**src/rtl/weight_buffer_loader_18_9_42_2_if.sv**
```systemverilog
// ---------------------------------------------------------------------------
// weight_buffer_loader_18_9_42_2_if
//
// Bundles the control, weight-stream and dual-bank RAM write signals of the
// weight buffer loader.
//   start              load request (one cycle)
//   in_valid/in_ready  weight stream handshake, in_data carries the weight
//   wr_en_b/addr_b/data_b  write port towards RAM bank b (b = 0, 1)
//   busy, done         load status
//   checksum           running sum of accepted weights (0 when not built)
// Modports:
//   master : stream source / RAM side (drives start, in_valid, in_data)
//   slave  : the loader itself
// ---------------------------------------------------------------------------
interface weight_buffer_loader_18_9_42_2_if #(
    parameter int DATA_WIDTH = 18,
    parameter int LANES      = 9,
    parameter int ADDR_WIDTH = 12
);
    localparam int WORD_WIDTH = DATA_WIDTH * LANES;

    logic                  start;
    logic                  in_valid;
    logic                  in_ready;
    logic [DATA_WIDTH-1:0] in_data;
    logic                  wr_en_0;
    logic                  wr_en_1;
    logic [ADDR_WIDTH-1:0] wr_addr_0;
    logic [ADDR_WIDTH-1:0] wr_addr_1;
    logic [WORD_WIDTH-1:0] wr_data_0;
    logic [WORD_WIDTH-1:0] wr_data_1;
    logic                  busy;
    logic                  done;
    logic [31:0]           checksum;

    modport master (
        output start, in_valid, in_data,
        input  in_ready, wr_en_0, wr_en_1, wr_addr_0, wr_addr_1,
               wr_data_0, wr_data_1, busy, done, checksum
    );

    modport slave (
        input  start, in_valid, in_data,
        output in_ready, wr_en_0, wr_en_1, wr_addr_0, wr_addr_1,
               wr_data_0, wr_data_1, busy, done, checksum
    );
endinterface

```
**src/rtl/weight_buffer_loader_18_9_42_2.sv**
```systemverilog
// ---------------------------------------------------------------------------
// weight_buffer_loader_18_9_42_2
//
// Streaming writer filling the two weight-buffer RAM banks. Weights arrive
// one per handshake, nine are packed into a 162-bit word (lane 0 in the low
// bits), and each finished word is written with a one-cycle strobe. Words
// alternate bank 0 / bank 1 per row: bank 0 row r goes to address r, bank 1
// row r goes to address r + ROWS, so a single read index addresses both
// banks at offsets 0 and ROWS.
//
// Ports:
//   clk    rising-edge clock
//   rst_n  asynchronous active-low reset
//   bus    slave modport of weight_buffer_loader_18_9_42_2_if
//          (start, in_valid/in_ready/in_data, wr_en/addr/data per bank,
//           busy, done, checksum)
//
// Optional feature: define WEIGHT_LOADER_CHECKSUM_EN to build a 32-bit
// mod-2^32 accumulator of all accepted weights; otherwise checksum is 0.
// ---------------------------------------------------------------------------
module weight_buffer_loader_18_9_42_2 #(
    parameter int DATA_WIDTH = 18,
    parameter int LANES      = 9,
    parameter int ROWS       = 42,
    parameter int ADDR_WIDTH = 12
) (
    input  logic clk,
    input  logic rst_n,
    weight_buffer_loader_18_9_42_2_if.slave bus
);
    localparam int WORD_WIDTH = DATA_WIDTH * LANES;
    localparam int LANE_W     = $clog2(LANES);
    localparam int ROW_W      = $clog2(ROWS + 1);

    typedef enum logic [1:0] {
        IDLE = 2'd0,
        LOAD = 2'd1,
        DONE = 2'd2
    } state_t;

    state_t state_reg, state_next;

    logic [LANE_W-1:0]     lane_reg;
    logic                  bank_reg;
    logic [ROW_W-1:0]      row_reg;

    logic                  wr_en_0_reg, wr_en_1_reg;
    logic [ADDR_WIDTH-1:0] wr_addr_0_reg, wr_addr_1_reg;
    logic [WORD_WIDTH-1:0] wr_data_0_reg, wr_data_1_reg;

    logic [WORD_WIDTH-1:0] word_next;
    logic                  load_start;
    logic                  accept;
    logic                  last_lane;
    logic                  last_weight;

    assign load_start  = (state_reg == IDLE) && bus.start;
    assign accept      = (state_reg == LOAD) && bus.in_valid;
    assign last_lane   = (lane_reg == LANE_W'(LANES - 1));
    assign last_weight = accept && last_lane && bank_reg &&
                         (row_reg == ROW_W'(ROWS - 1));

    // ------------------------------------------------------------------
    // State register and next-state logic
    // ------------------------------------------------------------------
    always_ff @(posedge clk or negedge rst_n) begin
        if (!rst_n) begin
            state_reg <= IDLE;
        end else begin
            state_reg <= state_next;
        end
    end

    always_comb begin
        state_next = state_reg;
        case (state_reg)
            IDLE:    if (bus.start) state_next = LOAD;
            LOAD:    if (last_weight) state_next = DONE;
            DONE:    state_next = IDLE;
            default: state_next = IDLE;
        endcase
    end

    // ------------------------------------------------------------------
    // Lane / bank / row counters. The row only advances after the bank-1
    // word of that row, which yields the 0, ROWS, 1, ROWS+1, ... order.
    // ------------------------------------------------------------------
    always_ff @(posedge clk or negedge rst_n) begin
        if (!rst_n) begin
            lane_reg <= '0;
            bank_reg <= 1'b0;
            row_reg  <= '0;
        end else if (load_start) begin
            lane_reg <= '0;
            bank_reg <= 1'b0;
            row_reg  <= '0;
        end else if (accept) begin
            if (last_lane) begin
                lane_reg <= '0;
                bank_reg <= ~bank_reg;
                if (bank_reg) begin
                    row_reg <= row_reg + ROW_W'(1);
                end
            end else begin
                lane_reg <= lane_reg + LANE_W'(1);
            end
        end
    end

    // ------------------------------------------------------------------
    // Packing: lanes 0..LANES-2 are captured into holding registers; the
    // final lane is taken straight from in_data so the completed word can
    // be registered on the same edge the last weight is accepted.
    // ------------------------------------------------------------------
    genvar gi;
    generate
        for (gi = 0; gi < LANES - 1; gi++) begin : g_lane
            logic [DATA_WIDTH-1:0] data_reg;

            always_ff @(posedge clk or negedge rst_n) begin
                if (!rst_n) begin
                    data_reg <= '0;
                end else if (accept && (lane_reg == LANE_W'(gi))) begin
                    data_reg <= bus.in_data;
                end
            end

            assign word_next[gi*DATA_WIDTH +: DATA_WIDTH] = data_reg;
        end
    endgenerate

    assign word_next[(LANES-1)*DATA_WIDTH +: DATA_WIDTH] = bus.in_data;

    // ------------------------------------------------------------------
    // Write ports. Strobes last one cycle; address/data hold otherwise,
    // and only the bank being written is updated.
    // ------------------------------------------------------------------
    always_ff @(posedge clk or negedge rst_n) begin
        if (!rst_n) begin
            wr_en_0_reg   <= 1'b0;
            wr_en_1_reg   <= 1'b0;
            wr_addr_0_reg <= '0;
            wr_addr_1_reg <= '0;
            wr_data_0_reg <= '0;
            wr_data_1_reg <= '0;
        end else begin
            wr_en_0_reg <= accept && last_lane && !bank_reg;
            wr_en_1_reg <= accept && last_lane && bank_reg;
            if (accept && last_lane && !bank_reg) begin
                wr_addr_0_reg <= ADDR_WIDTH'(row_reg);
                wr_data_0_reg <= word_next;
            end
            if (accept && last_lane && bank_reg) begin
                wr_addr_1_reg <= ADDR_WIDTH'(row_reg) + ADDR_WIDTH'(ROWS);
                wr_data_1_reg <= word_next;
            end
        end
    end

    // ------------------------------------------------------------------
    // Optional checksum
    // ------------------------------------------------------------------
`ifdef WEIGHT_LOADER_CHECKSUM_EN
    logic [31:0] checksum_reg;

    always_ff @(posedge clk or negedge rst_n) begin
        if (!rst_n) begin
            checksum_reg <= '0;
        end else if (load_start) begin
            checksum_reg <= '0;
        end else if (accept) begin
            checksum_reg <= checksum_reg + 32'(bus.in_data);
        end
    end

    assign bus.checksum = checksum_reg;
`else
    assign bus.checksum = '0;
`endif

    // ------------------------------------------------------------------
    // Outputs
    // ------------------------------------------------------------------
    assign bus.in_ready  = (state_reg == LOAD);
    assign bus.busy      = (state_reg != IDLE);
    assign bus.done      = (state_reg == DONE);
    assign bus.wr_en_0   = wr_en_0_reg;
    assign bus.wr_en_1   = wr_en_1_reg;
    assign bus.wr_addr_0 = wr_addr_0_reg;
    assign bus.wr_addr_1 = wr_addr_1_reg;
    assign bus.wr_data_0 = wr_data_0_reg;
    assign bus.wr_data_1 = wr_data_1_reg;
endmodule

```
**src/flat_wrapper.sv**
```systemverilog
// flat-port wrapper written by rule: the top's interface ports become plain ports
module weight_buffer_loader_18_9_42_2_flat 
#(
    parameter int DATA_WIDTH = 18,
    parameter int LANES      = 9,
    parameter int ROWS       = 42,
    parameter int ADDR_WIDTH = 12
)
  (clk, rst_n, bus_start, bus_in_valid, bus_in_data, bus_in_ready, bus_wr_en_0, bus_wr_en_1, bus_wr_addr_0, bus_wr_addr_1, bus_wr_data_0, bus_wr_data_1, bus_busy, bus_done, bus_checksum);
  weight_buffer_loader_18_9_42_2_if #(.DATA_WIDTH(DATA_WIDTH), .LANES(LANES), .ADDR_WIDTH(ADDR_WIDTH)) bus_i ();
  input  logic clk;
  input  logic rst_n;
  input wire logic [$bits(bus_i.start)-1:0] bus_start;
  input wire logic [$bits(bus_i.in_valid)-1:0] bus_in_valid;
  input wire logic [$bits(bus_i.in_data)-1:0] bus_in_data;
  output wire logic [$bits(bus_i.in_ready)-1:0] bus_in_ready;
  output wire logic [$bits(bus_i.wr_en_0)-1:0] bus_wr_en_0;
  output wire logic [$bits(bus_i.wr_en_1)-1:0] bus_wr_en_1;
  output wire logic [$bits(bus_i.wr_addr_0)-1:0] bus_wr_addr_0;
  output wire logic [$bits(bus_i.wr_addr_1)-1:0] bus_wr_addr_1;
  output wire logic [$bits(bus_i.wr_data_0)-1:0] bus_wr_data_0;
  output wire logic [$bits(bus_i.wr_data_1)-1:0] bus_wr_data_1;
  output wire logic [$bits(bus_i.busy)-1:0] bus_busy;
  output wire logic [$bits(bus_i.done)-1:0] bus_done;
  output wire logic [$bits(bus_i.checksum)-1:0] bus_checksum;
  assign bus_i.start = bus_start;
  assign bus_i.in_valid = bus_in_valid;
  assign bus_i.in_data = bus_in_data;
  assign bus_in_ready = bus_i.in_ready;
  assign bus_wr_en_0 = bus_i.wr_en_0;
  assign bus_wr_en_1 = bus_i.wr_en_1;
  assign bus_wr_addr_0 = bus_i.wr_addr_0;
  assign bus_wr_addr_1 = bus_i.wr_addr_1;
  assign bus_wr_data_0 = bus_i.wr_data_0;
  assign bus_wr_data_1 = bus_i.wr_data_1;
  assign bus_busy = bus_i.busy;
  assign bus_done = bus_i.done;
  assign bus_checksum = bus_i.checksum;
  weight_buffer_loader_18_9_42_2 #(.DATA_WIDTH(DATA_WIDTH), .LANES(LANES), .ROWS(ROWS), .ADDR_WIDTH(ADDR_WIDTH)) u_core (.clk(clk), .rst_n(rst_n), .bus(bus_i));
endmodule
```
**config.mk**
```make
export PLATFORM = sky130hd
export DESIGN_NAME = weight_buffer_loader_18_9_42_2_flat
export DESIGN_NICKNAME = d
export VERILOG_FILES = /design/src/rtl/weight_buffer_loader_18_9_42_2_if.sv /design/src/rtl/weight_buffer_loader_18_9_42_2.sv /design/src/flat_wrapper.sv
export SDC_FILE = /design/constraint.sdc
export NUM_CORES = 1
export LEC_CHECK = 0
export BUFFER_PORTS_ARGS = -buffer_cell sky130_fd_sc_hd__clkbuf_2
export CELL_PAD_IN_SITES_DETAIL_PLACEMENT = 1
export CELL_PAD_IN_SITES_GLOBAL_PLACEMENT = 2
export CORE_MARGIN = 2
export CORE_UTILIZATION = 38
export DETAILED_ROUTE_END_ITERATION = 10
export HOLD_SLACK_MARGIN = 0.05
export PLACE_DENSITY_LB_ADDON = 0.05
export SETUP_SLACK_MARGIN = 0.15
export SLEW_MARGIN = 25
export SYNTH_ARGS = -nofsm -noshare
export SYNTH_HDL_FRONTEND = slang
export SYNTH_SLANG_ARGS = --single-unit
```
**constraint.sdc**
```tcl
create_clock -name clk -period 2.9 [get_ports clk]
set_clock_uncertainty 0.2 [all_clocks]
set_input_delay 0.435 -clock clk [delete_from_list [all_inputs] [get_ports clk]]
set_output_delay 0.435 -clock clk [all_outputs]
set_load 0.005 [all_outputs]
```
==> results by group <==
Flow run
  • Max Cap Viol: 0

Hold path
  • Min-Delay Path Depth: 4
  • Worst hold start: bus_in_valid
  • Hold endpoint: u_core.state_reg[0]
  • Hold Path Class: input pin to flop

Critical path
  • Worst setup EP type: flop
  • Crit path top cell by count: buf_12
  • CP max stage cell: dfrtp_1
  • Startpoint types: flop
  • Worst EP required: around 3.2 ns
  • Critical path cell sequence: inv_1 -> ha_1 -> nand2_1 -> nor4_4 -> buf_12 -> buf_12 -> mux2_2
  • Worst R2R Start: u_core.lane_reg[0]
  • Largest stage delay, worst path: between 0.4 and 0.5 ns
  • R2R Setup Slk: 0.32 ns
  • WP data arrival: 2.84 ns
  • Crit-path max FO: 36
  • Worst path top cell family by delay: buffers and inverters
  • Crit path buffers/inverters: 3
  • Worst r2r dst: u_core.bus.wr_data_0[35]
  • Worst r2r path cells: 7
  • CP Class: flop to flop

Pwr
  • Pwr dens: about 930 nW/µm²
  • Leakage: 12.3 nW
  • P_sw: about 0.0062 W
  • Pint: 0.0159 W
  • Overall power: 0.0221 W
  • VDD IR max: roughly 0.54 mV
  • Net Sw Frac: 28.1%
  • Part of the power in registers: 48.1%
  • Comb pwr share: 20.3%
  • Clock power frac: 31.7%

Logic synthesis
  • Post-synth EDFFs: 0
  • Synth area leader: dfrtp_1
  • Synth Register Bits: slightly below 500
  • Synth Warn #: 0
  • Mapped Cells: ~1200
  • Post-Syn Area: 19200 µm²
  • Yosys cell types: 45
  • Share of the synthesized area in the top cell type: 64.6%
  • Sequential area share after synthesis: approximately 65%
  • Avg Cell Area, Syn: 16.2 µm²
  • Synth top area cells: dfrtp_1 (65%), mux2_2 (22%), mux2_1 (6.0%)
  • Synth async-reset ratio: 100%
  • Top_reg_cell synth: dfrtp_1

Timing
  • Setup tns final: 0 ns
  • Period utilisation layout: 88.8%
  • Worst-margin pin slew: about 0.64 ns
  • Fmax: 388 MHz
  • Max-slew headroom: 57.2%
  • Hold Fails Final Rpt: 0
  • Final min period: 2.58 ns
  • Max Slew Vio Count: 0
  • RSZ-0062 raised after global routing: false
  • Final setup viols: 0

Drt
  • 1st-iter DRT viols: 525
  • Total number of vias: 11200
  • Final ANT Viol Nets: 0
  • Via-to-Cell Ratio: 4.89
  • DRC Markers: 0
  • Routed WL per cell: 24.2 µm
  • Drt pass-1 iters: 4
  • DRT Wirelength: between 50000 and 60000 µm

Place
  • Count of buffers from port buffering: 363
  • Routability cong.: approximately 0.75
  • DP HPWL: 36700 µm

Clock tree
  • TritonCTS Sinks: approximately 500
  • Clock Root Buffer: clkbuf_16
  • Reg clk slew, reported paths: 0.07 ns
  • CTS tree: built
  • Post-CTS setup buffer count: 0
  • Worst-Skew Late Latency: about 0.60 ns
  • CTS buffer count: 53
  • CTS Buffer Depth: 3
  • H-tree levels: 2

Cells and area
  • Fillcell total: 4981
  • Area Growth Syn to Fin: 23.5%
  • Area of the multi-input gates: around 6200 µm²
  • Share of layout cells above drive strength 1: 54.2%
  • Commonest non-fill, non-tap cells in the layout: dfrtp_1 (496), mux2_2 (374), clkbuf_2 (362)
  • Layout Nets: 1602
  • Commonest non-fill, non-tap cell in the layout: dfrtp_1
  • Register area: around 12000 µm²

Floorplanning
  • Initial Utilization: a little under two fifths
  • Cell Rows: 82
  • Num ports: 407
  • Die Span X: roughly 230 µm
  • Core Area: 50100 µm²
  • Die Height: ~230 µm
  • Die area: 52300 µm²

GRT
  • Initial antenna violation count: 10
  • Vias in the first global route: 11800
  • GR Overflow Total: 0
  • Global-route wire length before repair: 81700 µm
  • Gr usage total: 21.2%
  • Pin count of the biggest net entering global routing: 89

Status
  • Status: completed
power groups by stage:
stage	combinational, W	clock [W]	sequential [W]
finish	0.00447	0.00700	0.0106
global route	0.00491	0.00746	0.0109
CTS	0.00459	0.00723	0.0106
detailed placement	0.00458	0	0.0107
global placement	0.00448	0	0.0107
floorplan	0.00246	0	0.0103
cells by family (layout without fill, tap and decap cells):
family,after synthesis,count (layout),synth area share (%)
adder cells (fa/ha/maj),7,7,0.456
XOR/XNOR,3,3,0.137
flip-flops,496,496,64.6
buffers and inverters,125,513,3.80
multiplexers,478,478,28.0
other,1,44,0.0195
AND/OR/NAND/NOR,43,43,1.92
AO/OA/AOI/OAI,30,30,1.01
cell type report:
class,count,area share (%)
clock inverters,10,0.681
flip-flops and latches,496,52.3
clock buffers,85,6.99
inverters,11,0.195
diodes,1,0.0106
well taps,672,3.55
multi-input cells,604,26.2
repair buffers,407,10.0
repair_timing:
| action | in CTS | in global routing |
|---|---|---|
| hold buffers | 1 | 0 |
| setup endpoints to repair | 0 | 1 |
| resized for setup | 0 | 1 |
| endpoints found under the hold margin | 83 | 0 |
worst max-delay path by stage:
stage / startpoint / to / slack [ns] / depth (start not counted)
after floorplan: u_core.lane_reg[0] / u_core.bus.wr_data_1[100] / 0.63 / 9
after global placement: u_core.lane_reg[0] / u_core.bus.wr_data_1[138] / 0.37 / 6
after detailed placement: u_core.lane_reg[0] / u_core.bus.wr_data_1[138] / 0.33 / 6
after CTS: u_core.lane_reg[0] / u_core.bus.wr_data_1[130] / 0.27 / 6
after global routing: u_core.lane_reg[0] / u_core.bus.wr_data_0[35] / 0.19 / 7
final: u_core.lane_reg[0] / u_core.bus.wr_data_0[35] / 0.32 / 7
worst min-delay path, delay by kind of cell:
| family | cells | cell delay [ns] |
|---|---|---|
| buffers and inverters | 2 | 0.24 |
| AO/OA/AOI/OAI | 1 | 0.13 |
| AND/OR/NAND/NOR | 1 | 0.05 |
stage by stage:
stage / utilization, % / cells / hold slack, ns / setup WS [ns] / area (µm²)
2_1_floorplan: - / 1225 / -0.0606 / 0.635 / 19400
3_3_place_gp: 43.7 / 2189 / 0.238 / 0.371 / 21900
3_5_place_dp: 43.7 / 2189 / 0.240 / 0.330 / 21900
4_1_cts: 47.4 / 2285 / 0.0766 / 0.271 / 23700
5_1_grt: 47.4 / 2285 / 0.153 / 0.187 / 23700
6_report: 47.4 / 2286 / 0.119 / 0.325 / 23700
metal layers:
| metal | up-vias | part of all wire [%] | routed length, µm | GRT usage, % |
|---|---|---|---|---|
| met4 | 0 | 1.6 | 872 | 4.89 |
| met5 | - | 0 | 0 | 0 |
| met3 | 62 | 7.8 | 4310 | 6.29 |
| li1 | 4866 | - | - | - |
| met2 | 286 | 49 | 27100 | 34.9 |
| met1 | 5968 | 42 | 23000 | 27.6 |
synthesized netlist by cell type, types with 3 or more instances:
library cell  number
dfrtp_1          496
mux2_2           374
mux2_1           102
buf_4             58
buf_2             34
buf_1             19
o21ai_0           12
inv_1             11
nand2_1            8
ha_1               7
nor4_4             7
a21oi_1            5
nand3_1            4
clkbuf_1           3
nor3_1             3
(Power assumes the default switching activity.)
